`config.mk`:
```
export PLATFORM = sky130hd
export DESIGN_NAME = pc_fetch_unit
export DESIGN_NICKNAME = d
export VERILOG_FILES = /design/src/rtl/pc_fetch_unit.sv
export SDC_FILE = /design/constraint.sdc
export NUM_CORES = 1
export LEC_CHECK = 0
export BUFFER_PORTS_ARGS = -buffer_cell sky130_fd_sc_hd__buf_2
export CAP_MARGIN = 20
export CORE_MARGIN = 1
export CORE_UTILIZATION = 31
export DETAILED_ROUTE_END_ITERATION = 7
export GPL_ROUTABILITY_DRIVEN = 0
export PLACE_DENSITY = 0.62
export REMOVE_ABC_BUFFERS = 1
export SLEW_MARGIN = 15
export SYNTH_ARGS = -nofsm -noshare
export SYNTH_HDL_FRONTEND = slang
export SYNTH_SLANG_ARGS = --single-unit
```
`constraint.sdc`:
```
create_clock -name clk -period 3.3 [get_ports clk]
set_clock_uncertainty 0.05 [all_clocks]
set_input_delay 0.165 -clock clk [delete_from_list [all_inputs] [get_ports clk]]
set_output_delay 0.165 -clock clk [all_outputs]
set_load 0.1 [all_outputs]
```
`src/rtl/pc_fetch_unit.sv`:
```
// F-stage program-counter owner: boot sequencing, next-PC selection, delay-slot and fetch-address-error flags.
// Optional fetch/redirect performance counters are built when FETCH_PERF_EN is defined.
module pc_fetch_unit #(
    parameter logic [31:0] RESET_PC  = 32'h0000_3000,
    parameter logic [31:0] EXC_ENTRY = 32'h0000_4180,
    parameter logic [31:0] IM_LO     = 32'h0000_3000,
    parameter logic [31:0] IM_HI     = 32'h0000_6FFC
) (
    input  logic        clk,
    input  logic        reset_n,
    input  logic        stall,
    input  logic        npc_redirect,
    input  logic        d_is_ctrl,
    input  logic [31:0] npc,
    input  logic        exc_req,
    input  logic        eret,
    input  logic [31:0] epc,
    output logic [31:0] pc,
    output logic        f_valid,
    output logic        f_bd,
    output logic        f_exc_adel
`ifdef FETCH_PERF_EN
    ,
    output logic [31:0] perf_fetch,
    output logic [31:0] perf_redirect
`endif
);

    typedef enum logic [0:0] {
        BOOT = 1'b0,
        RUN  = 1'b1
    } state_t;

    state_t      state_r;
    state_t      state_nxt_s;
    logic [31:0] pc_r;
    logic [31:0] pc_nxt_s;
    logic        flush_r;
    logic        flush_nxt_s;
    logic        redirect_taken_s;
    logic        addr_bad_s;

    // Illegal fetch address: misaligned, or outside the instruction memory window.
    function automatic logic fetch_addr_bad(input logic [31:0] addr);
        fetch_addr_bad = (addr[1:0] != 2'b00) || (addr < IM_LO) || (addr > IM_HI);
    endfunction

    // Next-state and next-PC selection, M-stage exception/ERET above stall above D redirect.
    always_comb begin
        state_nxt_s      = state_r;
        pc_nxt_s         = pc_r;
        flush_nxt_s      = 1'b0;
        redirect_taken_s = 1'b0;
        case (state_r)
            BOOT: begin
                state_nxt_s = RUN;
            end
            RUN: begin
                if (exc_req) begin
                    pc_nxt_s         = EXC_ENTRY;
                    flush_nxt_s      = 1'b1;
                    redirect_taken_s = 1'b1;
                end else if (eret) begin
                    pc_nxt_s         = epc;
                    flush_nxt_s      = 1'b1;
                    redirect_taken_s = 1'b1;
                end else if (stall) begin
                    pc_nxt_s = pc_r;
                end else if (npc_redirect) begin
                    pc_nxt_s         = npc;
                    redirect_taken_s = 1'b1;
                end else begin
                    pc_nxt_s = pc_r + 32'd4;
                end
            end
            default: begin
                state_nxt_s = BOOT;
                pc_nxt_s    = RESET_PC;
            end
        endcase
    end

    // State, PC and flush-flag registers.
    always_ff @(posedge clk or negedge reset_n) begin
        if (!reset_n) begin
            state_r <= BOOT;
            pc_r    <= RESET_PC;
            flush_r <= 1'b0;
        end else begin
            state_r <= state_nxt_s;
            pc_r    <= pc_nxt_s;
            flush_r <= flush_nxt_s;
        end
    end

    // Flags for the fetched instruction; a faulting fetch becomes a NOP but keeps its flag.
    always_comb begin
        if (state_r == RUN) begin
            addr_bad_s = fetch_addr_bad(pc_r);
            f_valid    = !addr_bad_s;
            f_bd       = d_is_ctrl && !flush_r;
        end else begin
            addr_bad_s = 1'b0;
            f_valid    = 1'b0;
            f_bd       = 1'b0;
        end
    end

    assign pc         = pc_r;
    assign f_exc_adel = addr_bad_s;

`ifdef FETCH_PERF_EN
    logic [31:0] perf_fetch_r;
    logic [31:0] perf_redirect_r;

    // Saturating fetch and redirect event counters.
    always_ff @(posedge clk or negedge reset_n) begin
        if (!reset_n) begin
            perf_fetch_r    <= 32'd0;
            perf_redirect_r <= 32'd0;
        end else begin
            if (f_valid && !stall && (perf_fetch_r != 32'hFFFF_FFFF)) begin
                perf_fetch_r <= perf_fetch_r + 32'd1;
            end else begin
                perf_fetch_r <= perf_fetch_r;
            end
            if (redirect_taken_s && (perf_redirect_r != 32'hFFFF_FFFF)) begin
                perf_redirect_r <= perf_redirect_r + 32'd1;
            end else begin
                perf_redirect_r <= perf_redirect_r;
            end
        end
    end

    assign perf_fetch    = perf_fetch_r;
    assign perf_redirect = perf_redirect_r;
`endif

endmodule

```
==> impl_metrics.py <==
metrics = {
    "status": {
        "status": "finished clean",
    },
    "global_routing": {
        "track_usage_pct": 21.63,
        "grt_pass1_vias": 2824,
        "overflow": 0,
        "grt_max_degree": 35,
        "grt_antenna_before_repair": 0,
        "grt_pass1_wl_microns": 14730,
    },
    "final_layout": {
        "fill_cells": 878,
        "layout-drive-gt1-share_pct": 31.08,
        "layout.nets": 486,
        "diodes": 0,
        "syn_to_final_growth_pct": 25.67,
        "design_area_sq_um": 3283,
    },
    "hold_path": {
        "hold_path.class": "input port to flip-flop",
        "holdPathStages": 3,
    },
    "synthesis": {
        "synth.cell_area_sq_um": 2613,
        "yosysWarningCount": 0,
        "synth-seq-cells": 34,
        "avgSynthCellArea_sq_um": 8.063,
        "synth_async_sr_flop_share_pct": 100.0,
        "yosys.cell_types.count": 61,
        "ys_seq_area_share_pct": 32.66,
        "synth_cells": 324,
        "synth-main-ff-cell": "dfrtp_1",
        "synth_edf_count": 0,
    },
    "clock_tree": {
        "cts-htree-levels": 2,
        "cts_max_path_buffers": 2,
        "clk_latency_ps": 290,
        "cts.sinks": 34,
        "tritoncts": "done",
        "numCtsBuffers": 5,
        "cts_root_buf": "clkbuf_8",
        "clk_pin_slew_ps": 80,
    },
    "critical_path": {
        "worstSetupPathType": "flip-flop to output port",
        "cp_cell_sequence": "nor4_1, nand3_1, nor3_1, and2_1, buf_2",
        "reg2reg_depth": 6,
        "critPathMaxFanout": 9,
        "cp.arrival_ps": 2230,
        "cp-end-kind": "output port",
        "crit_required_ps": 3080,
        "start_kind": "flip-flop",
        "slowest_delay_ps": 490,
        "cpMaxStageDelayCell": "dfrtp_1",
    },
    "timing": {
        "relSlewSlack_pct": 35.72,
        "setup_violations": 0,
        "tightest_slew_ps": 962.2,
        "hold_viol": 0,
        "rsz0062_at_grt": "false",
        "fin_crit_ps": 2444,
        "fmax_mhz": 409.2,
        "slew_viol_final": 0,
        "final.setup.tns_ps": 0,
        "period_share_pct": 74.05,
    },
    "die": {
        "die_x_microns": 93.80,
        "die_h_microns": 93.80,
        "core_sq_um": 8175,
        "rows": 33,
        "dieArea_sq_um": 8798,
        "start_util_pct": 31.96,
        "ios": 106,
    },
    "route": {
        "vias_per_cell": 5.765,
        "vias": 2998,
        "wl_per_cell_microns": 17.99,
        "drtIter0Drc": 193,
        "drcViolationCount": 0,
        "firstDrtPassIters": 8,
        "ant_nets": 0,
        "drt-total-wl_microns": 9354,
    },
    "placed_design": {
        "place_area_sq_um": 3182,
        "dp.final_hpwl_microns": 6802,
        "port_buffers": 105,
    },
    "pwr": {
        "ir_drop_mv": 0.2252,
        "power_density_nw_per_um2": 468.6,
        "report.power.total_mw": 1.538,
        "leakage_nw": 1.480,
    },
    "run": {
        "cap_viol_max_count": 0,
    },
}
per-layer routing:
metal  wire length [microns]  global-route usage, %  share of wire, %  vias to the layer above
met3                     715                  4.935               7.6                        9
li1                        -                      -                 -                     1425
met2                    4391                  35.58                47                      129
met1                    4154                  28.63                44                     1435
met4                      93                  5.000              0.99                        0
met5                       0                      0                 0                        -
power by group:
group / switching, mW / internal, mW
Combinational: 0.512 / 0.146
Clock: 0.164 / 0.169
Sequential: 0.0815 / 0.465
Total: 0.758 / 0.781
path summary, 6_finish.rpt:
check	start	end	slack, ps
max	pc[15]$_DFFE_PN0P_	f_valid	860
min	epc[20]	pc[20]$_DFFE_PN0P_	100
max reg2reg	pc[2]$_DFFE_PN0P_	pc[18]$_DFFE_PN0P_	1010
min reg2reg	pc[0]$_DFFE_PN0P_	pc[0]$_DFFE_PN0P_	460
max in group asynchronous	reset_n	pc[23]$_DFFE_PN0P_	2210
min in group asynchronous	reset_n	flush_r$_DFF_PN0_	460
layout by cell type, fill, tap and decap left out, types with 3 or more instances in the layout:
master     netlist  layout
buf_2            7     105
dfrtp_1         32      32
o21ai_0         30      30
a21oi_1         27      27
nor2_1          24      24
nand2_1         20      20
nand3_1         15      15
o22ai_1         11      11
nand4_1         10      10
and3_1           9       9
a22oi_1          8       8
nor4_1           7       7
nor3_1           6       6
xor2_1           6       6
inv_1            6       6
clkbuf_8         0       6
nor2b_1          5       5
a22o_1           5       5
and2_1           4       4
a21o_1           4       4
o2bb2ai_1        4       4
a221o_1          4       4
buf_4            2       4
o21a_1           3       3
a31oi_1          3       3
o41ai_1          3       3
a211oi_1         3       3
o22a_1           3       3
xnor2_1          3       3
registers in the layout (all words and copies together), names as in the netlist:
register and cells:
flush_r 1, pc 32, state_r 1
cell families after synthesis:
logic type	after synthesis	synth area share (%)
buf+inv	33	5.363
mux	1	0.3832
simple gates	118	25.53
fa+ha+maj	1	0.4789
compound gates	127	32.42
other cells	1	0.1435
flops	34	32.66
xor+xnor	9	3.017
critical path, delay by kind of cell, from the launching register on:
| kind | cells | cell delay (ps) |
|---|---|---|
| buf+inv | 1 | 420 |
| flops | 1 | 490 |
| simple gates | 4 | 1020 |
timing repair:
item                                   4_1_cts  5_1_grt
hold buffers                                 1        0
buffers inserted                             0        0
gates resized for setup                      0        0
endpoints found under the hold margin       32        0
layout make-up:
cell class | count | area [sq um] | share of cell area (%)
Clock buffer | 7 | 86.33 | 2.630
Clock inverter | 1 | 5.005 | 0.1524
Inverter | 6 | 22.52 | 0.6860
Tap cell | 105 | 131.4 | 4.002
Sequential cell | 34 | 853.3 | 25.99
Timing Repair Buffer | 110 | 565.5 | 17.23
Multi-Input combinational cell | 257 | 1619 | 49.31
synth_stat cells, types with 2 or more instances:
cell type	count	area, sq um
xnor2_1	3	26.28
a22o_1	5	43.79
o31ai_1	2	15.01
o2bb2ai_1	4	35.03
a221o_1	4	40.04
nand2b_1	2	12.51
a211oi_1	3	22.52
a22oi_1	8	60.06
nor2_1	24	90.09
o41ai_1	3	26.28
buf_1	4	15.01
o22ai_1	11	68.82
o21ai_0	30	150.1
nor3_1	6	30.03
dfrtp_1	32	800.8
a21oi_1	27	135.1
a41o_1	2	20.02
nor2b_1	5	31.28
a21boi_0	2	15.01
xor2_1	6	52.55
a311oi_1	2	17.52
a21o_1	4	30.03
and2_1	4	25.02
dfstp_2	2	52.55
nand2_1	20	75.07
and4_1	2	17.52
nand4_1	10	62.56
a2111oi_0	2	17.52
inv_1	6	22.52
o221ai_1	2	17.52
nor4_4	2	42.54
buf_4	2	15.01
or2_2	2	12.51
nor4_1	7	43.79
a31oi_1	3	18.77
o22a_1	3	26.28
o21a_1	3	22.52
and3_1	9	56.30
nand3_1	15	75.07
buf_2	7	35.03
clkbuf_1	14	52.55
metrics by stage:
stage               cells  setup slack (ps)  utilization (%)  hold slack (ps)
finish                520             856.3            40.16            103.1
global route          520             820.2            40.16            106.8
CTS                   520             899.0            40.16            100.4
detailed placement    511              1056            38.92            258.2
global placement      511              1126            38.92            264.5
floorplan             297             410.3                -           -180.6
Power figures use the tool's default switching activity.
